<file path="config.mk">
export PLATFORM = sky130hd
export DESIGN_NAME = fht_ctrl
export DESIGN_NICKNAME = d
export VERILOG_FILES = /design/src/rtl/fht_pkg.sv /design/src/rtl/fht_dly_line.sv /design/src/rtl/fht_ctrl.sv
export SDC_FILE = /design/constraint.sdc
export NUM_CORES = 1
export LEC_CHECK = 0
export CORE_MARGIN = 10
export CORE_UTILIZATION = 50
export CTS_CLUSTER_SIZE = 40
export DETAILED_ROUTE_END_ITERATION = 7
export PLACE_DENSITY_LB_ADDON = 0.08
export SYNTH_ARGS = -nofsm -noshare
export SYNTH_HDL_FRONTEND = slang
export SYNTH_SLANG_ARGS = --single-unit
</file>
<file path="constraint.sdc">
create_clock -name iCLK -period 5.33 [get_ports iCLK]
set_clock_uncertainty 0.1 [all_clocks]
set_input_delay 1.066 -clock iCLK [delete_from_list [all_inputs] [get_ports iCLK]]
set_output_delay 1.066 -clock iCLK [all_outputs]
set_load 0.1 [all_outputs]
</file>
<file path="src/rtl/fht_pkg.sv">
// Shared types and address arithmetic for the radix-2 FHT sequencer.
// Addresses are computed in 32 bits; callers truncate to A_BIT bits, which gives the mod-N wrap.
package fht_pkg;

    typedef enum logic [1:0] {
        ST_IDLE  = 2'd0,
        ST_RUN   = 2'd1,
        ST_FLUSH = 2'd2,
        ST_DONE  = 2'd3
    } fht_state_e;

    localparam int RD_LAT_DEF  = 1;
    localparam int BUT_LAT_DEF = 2;

    function automatic int fht_pipe_lat(input int rd_lat, input int but_lat);
        return rd_lat + but_lat;
    endfunction

    localparam int PIPE_LAT_DEF = fht_pipe_lat(RD_LAT_DEF, BUT_LAT_DEF);

    function automatic int unsigned fht_k(input int unsigned b, input int unsigned s);
        return b & ((32'd1 << s) - 32'd1);
    endfunction

    function automatic int unsigned fht_base(input int unsigned b, input int unsigned s);
        return (b >> s) << (s + 32'd1);
    endfunction

    function automatic int unsigned fht_addr0(input int unsigned b, input int unsigned s);
        return fht_base(b, s) + fht_k(b, s);
    endfunction

    function automatic int unsigned fht_addr1(input int unsigned b, input int unsigned s);
        return fht_addr0(b, s) + (32'd1 << s);
    endfunction

    // Cross term pairs k with H-k inside the same group; k=0 maps onto itself.
    function automatic int unsigned fht_addr2(input int unsigned b, input int unsigned s);
        int unsigned h;
        h = 32'd1 << s;
        return fht_base(b, s) + h + ((h - fht_k(b, s)) & (h - 32'd1));
    endfunction

    function automatic int unsigned fht_tw(input int unsigned b, input int unsigned s,
                                           input int unsigned a_bit);
        return fht_k(b, s) << (a_bit - 32'd1 - s);
    endfunction

endpackage

</file>
<file path="src/rtl/fht_dly_line.sv">
// Fixed-depth shift register with synchronous clear, used to align addresses and strobes
// with the RAM/butterfly pipeline.
module fht_dly_line #(
    parameter int WIDTH = 1,
    parameter int DEPTH = 1
) (
    input  logic             iCLK,
    input  logic             iRESET,
    input  logic [WIDTH-1:0] iD,
    output logic [WIDTH-1:0] oQ
);

    logic [WIDTH-1:0] pipe_d [DEPTH];
    logic [WIDTH-1:0] pipe_q [DEPTH];

    // Next-state of each tap: tap 0 takes the input, later taps take their predecessor.
    always_comb begin
        pipe_d[0] = iD;
        for (int i = 1; i < DEPTH; i++) begin
            pipe_d[i] = pipe_q[i-1];
        end
    end

    // Tap registers, cleared by reset so nothing in flight survives an abort.
    always_ff @(posedge iCLK) begin
        if (iRESET) begin
            for (int i = 0; i < DEPTH; i++) begin
                pipe_q[i] <= {WIDTH{1'b0}};
            end
        end else begin
            for (int i = 0; i < DEPTH; i++) begin
                pipe_q[i] <= pipe_d[i];
            end
        end
    end

    assign oQ = pipe_q[DEPTH-1];

endmodule

</file>
<file path="src/rtl/fht_ctrl.sv">
// Radix-2 FHT sequencer: one butterfly per clock over ping-pong banks, with
// read addresses, twiddle index and pipeline-delayed write-back addresses.
module fht_ctrl
    import fht_pkg::*;
#(
    parameter int A_BIT   = 4,
    parameter int RD_LAT  = RD_LAT_DEF,
    parameter int BUT_LAT = BUT_LAT_DEF,
    localparam int STG_W  = (A_BIT > 1) ? $clog2(A_BIT) : 1
) (
    input  logic             iCLK,
    input  logic             iRESET,
    input  logic             iSTART,
    output logic             oBUSY,
    output logic             oDONE,
    output logic [STG_W-1:0] oSTAGE,
    output logic             oBANK,
    output logic [A_BIT-1:0] oRD_ADDR_0,
    output logic [A_BIT-1:0] oRD_ADDR_1,
    output logic [A_BIT-1:0] oRD_ADDR_2,
    output logic             oRD_EN,
    output logic [A_BIT-2:0] oTW_ADDR,
    output logic [A_BIT-1:0] oWR_ADDR_0,
    output logic [A_BIT-1:0] oWR_ADDR_1,
    output logic             oWR_EN,
    output logic             oRES_BANK
);

    localparam int BW   = A_BIT - 1;
    localparam int TW_W = A_BIT - 1;
    localparam int LAT  = fht_pipe_lat(RD_LAT, BUT_LAT);
    localparam int FW   = (LAT > 1) ? $clog2(LAT) : 1;

    localparam logic [BW-1:0]    B_LAST = {BW{1'b1}};
    localparam logic [STG_W-1:0] S_LAST = STG_W'(A_BIT - 1);
    localparam logic [FW-1:0]    F_LAST = FW'(LAT - 1);

    fht_state_e       state_d, state_q;
    logic [BW-1:0]    b_d, b_q;
    logic [STG_W-1:0] stage_d, stage_q;
    logic [FW-1:0]    fcnt_d, fcnt_q;
    logic             bank_d, bank_q;
    logic             busy_d, busy_q;
    logic             done_d, done_q;
    logic             res_bank_d, res_bank_q;
    logic             rd_en_d, rd_en_q;
    logic [A_BIT-1:0] addr0_d, addr0_q;
    logic [A_BIT-1:0] rd_addr_1_d, rd_addr_1_q;
    logic [A_BIT-1:0] rd_addr_2_d, rd_addr_2_q;
    logic [TW_W-1:0]  tw_addr_d, tw_addr_q;
    logic [2*A_BIT:0] wb_s;

    // Sequencing and per-butterfly address generation for the cycle after this edge.
    always_comb begin
        state_d    = state_q;
        b_d        = b_q;
        stage_d    = stage_q;
        fcnt_d     = fcnt_q;
        bank_d     = bank_q;
        busy_d     = busy_q;
        done_d     = 1'b0;
        res_bank_d = res_bank_q;
        case (state_q)
            ST_IDLE: begin
                if (iSTART) begin
                    state_d = ST_RUN;
                    b_d     = '0;
                    stage_d = '0;
                    bank_d  = 1'b0;
                    busy_d  = 1'b1;
                end else begin
                    busy_d  = 1'b0;
                end
            end
            ST_RUN: begin
                if (b_q == B_LAST) begin
                    state_d = ST_FLUSH;
                    fcnt_d  = '0;
                end else begin
                    b_d = b_q + BW'(1);
                end
            end
            ST_FLUSH: begin
                if (fcnt_q == F_LAST) begin
                    if (stage_q == S_LAST) begin
                        state_d    = ST_DONE;
                        done_d     = 1'b1;
                        busy_d     = 1'b0;
                        res_bank_d = ~bank_q;
                    end else begin
                        state_d = ST_RUN;
                        stage_d = stage_q + STG_W'(1);
                        bank_d  = ~bank_q;
                        b_d     = '0;
                    end
                end else begin
                    fcnt_d = fcnt_q + FW'(1);
                end
            end
            ST_DONE: begin
                state_d = ST_IDLE;
                stage_d = '0;
                bank_d  = 1'b0;
                busy_d  = 1'b0;
            end
            default: begin
                state_d = ST_IDLE;
                stage_d = '0;
                bank_d  = 1'b0;
                busy_d  = 1'b0;
            end
        endcase

        if (state_d == ST_RUN) begin
            rd_en_d     = 1'b1;
            addr0_d     = A_BIT'(fht_addr0(32'(b_d), 32'(stage_d)));
            rd_addr_1_d = A_BIT'(fht_addr1(32'(b_d), 32'(stage_d)));
            rd_addr_2_d = A_BIT'(fht_addr2(32'(b_d), 32'(stage_d)));
            tw_addr_d   = TW_W'(fht_tw(32'(b_d), 32'(stage_d), 32'(A_BIT)));
        end else begin
            rd_en_d     = 1'b0;
            addr0_d     = '0;
            rd_addr_1_d = '0;
            rd_addr_2_d = '0;
            tw_addr_d   = '0;
        end
    end

    // State and registered outputs.
    always_ff @(posedge iCLK) begin
        if (iRESET) begin
            state_q     <= ST_IDLE;
            b_q         <= '0;
            stage_q     <= '0;
            fcnt_q      <= '0;
            bank_q      <= 1'b0;
            busy_q      <= 1'b0;
            done_q      <= 1'b0;
            res_bank_q  <= 1'b0;
            rd_en_q     <= 1'b0;
            addr0_q     <= '0;
            rd_addr_1_q <= '0;
            rd_addr_2_q <= '0;
            tw_addr_q   <= '0;
        end else begin
            state_q     <= state_d;
            b_q         <= b_d;
            stage_q     <= stage_d;
            fcnt_q      <= fcnt_d;
            bank_q      <= bank_d;
            busy_q      <= busy_d;
            done_q      <= done_d;
            res_bank_q  <= res_bank_d;
            rd_en_q     <= rd_en_d;
            addr0_q     <= addr0_d;
            rd_addr_1_q <= rd_addr_1_d;
            rd_addr_2_q <= rd_addr_2_d;
            tw_addr_q   <= tw_addr_d;
        end
    end

    // X0 is consumed alongside the registered product term, one cycle behind X1/X2.
    fht_dly_line #(
        .WIDTH (A_BIT),
        .DEPTH (1)
    ) u_a0_dly (
        .iCLK   (iCLK),
        .iRESET (iRESET),
        .iD     (addr0_q),
        .oQ     (oRD_ADDR_0)
    );

    fht_dly_line #(
        .WIDTH (2*A_BIT + 1),
        .DEPTH (LAT)
    ) u_wb_dly (
        .iCLK   (iCLK),
        .iRESET (iRESET),
        .iD     ({addr0_q, rd_addr_1_q, rd_en_q}),
        .oQ     (wb_s)
    );

    assign oBUSY      = busy_q;
    assign oDONE      = done_q;
    assign oSTAGE     = stage_q;
    assign oBANK      = bank_q;
    assign oRD_ADDR_1 = rd_addr_1_q;
    assign oRD_ADDR_2 = rd_addr_2_q;
    assign oRD_EN     = rd_en_q;
    assign oTW_ADDR   = tw_addr_q;
    assign oRES_BANK  = res_bank_q;
    assign oWR_ADDR_0 = wb_s[2*A_BIT:A_BIT+1];
    assign oWR_ADDR_1 = wb_s[A_BIT:1];
    assign oWR_EN     = wb_s[0];

endmodule

</file>
==> metrics.yaml <==
yosys:
  ys_ff_latch: 56
  synth-async-reset-ratio_pct: 0
  syn-num-nets: 308
  synth_area_leaders: "dfxtp_1 40%, ha_1 9.9%, nor2b_1 7.0%"
  synth.avg_cell_area_sq_um: 10.0
  netlist_top_cells_count: "56 x dfxtp_1, 31 x nor2b_1, 23 x nor2_1"
  yosys_most_used_dff: "dfxtp_1"
  yosys_warnings: 0
  synth_edf_count: 0
  yosysTopAreaCell: "dfxtp_1"
  synth.most_common_cell: "dfxtp_1"
  ys_seq_area_share_pct: 40.3
  yosys.cell_types.count: 53
  yosysTopAreaCellShare_pct: 40.3
  syn_area_sq_mm: 0.00278
  netlist_instances: 278
setup_path:
  crit_family: "adder cells"
  crit_cells: 18
  path_max_fanout: 9
  critPathLaunchType: "input port"
  crit_path_top_delay_cell: "clkdlybuf4s50_1"
  worstPathRequired_ns: 5.44
  reg2regPathDepth: 19
  critPathArrivalTime_ns: 5.06
  worstSetupPathType: "in -> reg"
  cp_num_buf_inv: 3
  crit_chain: "clkdlybuf4s50_1 > nor2b_4 > a211o_1 > a21oi_4 > inv_4 > ha_1 > o221ai_1 > ha_1 > xnor2_1 > nand2_1 > fa_1 > inv_1 > fa_1 > xnor2_1 > nor2_1 > o21ai_0 > mux2i_1 > a211o_1"
  slowest_delay_ns: 0.57
  end_kind: "flop"
timing:
  fin_setup_tns_ns: 0
  hold_violations: 0
  setup_violations: 0
  worstMarginPinSlew_ns: 0.989
  fin_crit_sh_pct: 92.7
  rsz0062_at_grt: "no"
  report.final.slew_viol_count: 0
  finalCriticalPeriod_ns: 4.94
  fin_ws_ns: 0.387
  relSlewSlack_pct: 33.9
  fmax_mhz: 202
global_routing:
  antenna_found_initial: 0
  overflow: 0
  grt_start_max_net_pins: 41
  grt_pass1_vias: 1833
  grt_usage_pct: 12.0
  grt_pass1_wl_um: 8570
final_layout:
  syn_to_final_growth_pct: 17.6
  nets: 341
  drive_gt1_share_pct: 13.1
  antenna_cells: 0
  final_area_sq_mm: 0.00327
pwr:
  total_power_mw: 0.786
  power_density_mw_per_mm2: 240
  swShare_pct: 28.8
  power_leakage_nw: 1.38
  p_switching_mw: 0.226
  intPower_mw: 0.560
  peakVddDrop_mv: 0.141
  pwr-share-clk_pct: 30.6
  combinationalPowerShare_pct: 14.4
  seq_power_share_pct: 55.0
clock_network:
  post_cts_buffers: 0
  cts_tree: "done"
  numCtsBuffers: 5
  post_cts_resized: 0
  holdBufCountCts: 0
  cts_buffer_depth: 2
  cts_root_buffer: "clkbuf_8"
  clk_pin_slew_ns: 0.11
  htreeDepth: 2
  clock_latency_ns: 0.31
  cts.sinks: 56
floorplanning:
  die-area_sq_mm: 0.00894
  rows: 27
  die_w_um: 94.6
  die_height_um: 94.6
  initial_utilization_pct: 51.1
  core-area_sq_mm: 0.00544
  io_pins: 34
job:
  cap_violations: 0
drt:
  drt_first_iter_violations: 55
  post-route-drc-count: 0
  vias: 1907
  wl_per_cell_um: 13.4
  firstDrtPassIters: 4
  drt_wl_total_um: 5150
  postRouteAntennaNets: 0
  via_per_inst: 4.97
min_path:
  min_path_type: "reg -> reg"
  worstHoldPathCells: 1
status:
  status: "complete, no violations"
placement:
  dp_hpwl_um: 3850
  io_buffers: 33
  dp_worst_setup_slack_ns: 0.0851
  dpl-instance-area_sq_mm: 0.00317
  gp_congestion: 0.873
[power by group through the flow]
stage               registers [mW]  clock network [mW]  logic, mW
floorplan                    0.465                   0     0.0665
finish                       0.432               0.241      0.113
global placement             0.442                   0      0.112
detailed placement           0.442                   0      0.113
CTS                          0.432               0.252      0.114
global route                 0.433               0.266      0.122
[cells in the final DEF, fill, tap and decap left out, types with 2 or more instances in the layout]
cell and n:
nor3_1 4, and2_1 9, nand3_1 4, or2_2 5, buf_4 11, fa_1 5
mux2_2 2, xnor2_1 10, o21ai_0 4, or3_1 2, nor2b_1 31, mux2i_1 3
ha_1 22, nor4_4 2, nand2_1 9, clkdlybuf4s50_1 33, a21oi_1 12, nand2b_1 4
a2111oi_0 2, inv_1 14, clkbuf_8 5, nor2_1 23, dfxtp_1 56, a21o_1 5
nor4_1 2, a211o_1 3
[worst register-to-register path: stages, from the launching register on]
cell	delay, ns
dfxtp_1	0.35
inv_1	0.09
ha_1	0.39
nand2_1	0.19
nor3b_1	0.22
o32a_2	0.21
buf_4	0.19
ha_1	0.24
o221ai_1	0.21
ha_1	0.38
xnor2_1	0.16
nand2_1	0.08
fa_1	0.49
inv_1	0.06
fa_1	0.43
xnor2_1	0.20
nor2_1	0.07
o21ai_0	0.09
mux2i_1	0.09
a211o_1	0.23
[per-layer routing]
metal  vias to the layer above  GRT usage [%]  share of wire [%]
met3                         8           3.73                5.6
met1                       874           14.8                 47
met2                        31           18.9                 45
li1                        994              -                  -
met5                         -              0                  0
met4                         0           5.49                2.0
[path summary, 6_finish.rpt]
path                                                   startpoint                           endpoint  slack [ns]
worst max-delay path                                       iSTART           oRD_ADDR_2[3]$_SDFF_PP0_        0.39
worst min-delay path            u_wb_dly.pipe_q[0][16]$_SDFF_PP0_  u_wb_dly.pipe_q[0][25]$_SDFF_PP0_        0.34
worst max register to register              state_q[0]$_SDFF_PP0_           oRD_ADDR_2[3]$_SDFF_PP0_        0.76
worst min register to register  u_wb_dly.pipe_q[0][16]$_SDFF_PP0_  u_wb_dly.pipe_q[0][25]$_SDFF_PP0_        0.34
[layout make-up]
class | count | area, sq um
clock buffers | 5 | 68.8
clock inverters | 3 | 27.5
fillers | 499 | 2170
inverters | 16 | 62.6
multi-input cells | 188 | 1490
flip-flops and latches | 56 | 1120
well taps | 72 | 90.1
repair buffers | 44 | 413
[registers in the layout, indices dropped and copies added, names as in the netlist, 2 cells and up]
signal / cells
u_wb_dly.pipe_q: 27
addr0_q: 4
oRD_ADDR_1: 4
oRD_ADDR_2: 4
b_q: 3
oTW_ADDR: 3
fcnt_q: 2
oSTAGE: 2
state_q: 2
[through the flow]
stage                     util (%)  instances  hold slack, ns
final                         60.1        384           0.343
after global routing          60.1        384           0.353
after CTS                     60.1        384           0.344
after detailed placement      58.4        376           0.320
after global placement        58.4        376           0.318
after floorplan                  -        278           0.314
[cell families (layout without fill, tap and decap cells)]
group / Yosys count / in the layout / share of synthesized area [%]
buffers and inverters: 34 / 68 / 6.17
multiplexers: 5 / 5 / 1.89
flip-flops: 56 / 56 / 40.3
AO/OA/AOI/OAI: 42 / 42 / 13.1
XOR/XNOR: 10 / 10 / 3.15
AND/OR/NAND/NOR: 104 / 104 / 21.8
adder cells (fa/ha/maj): 27 / 27 / 13.5
(Power assumes the default switching activity.)
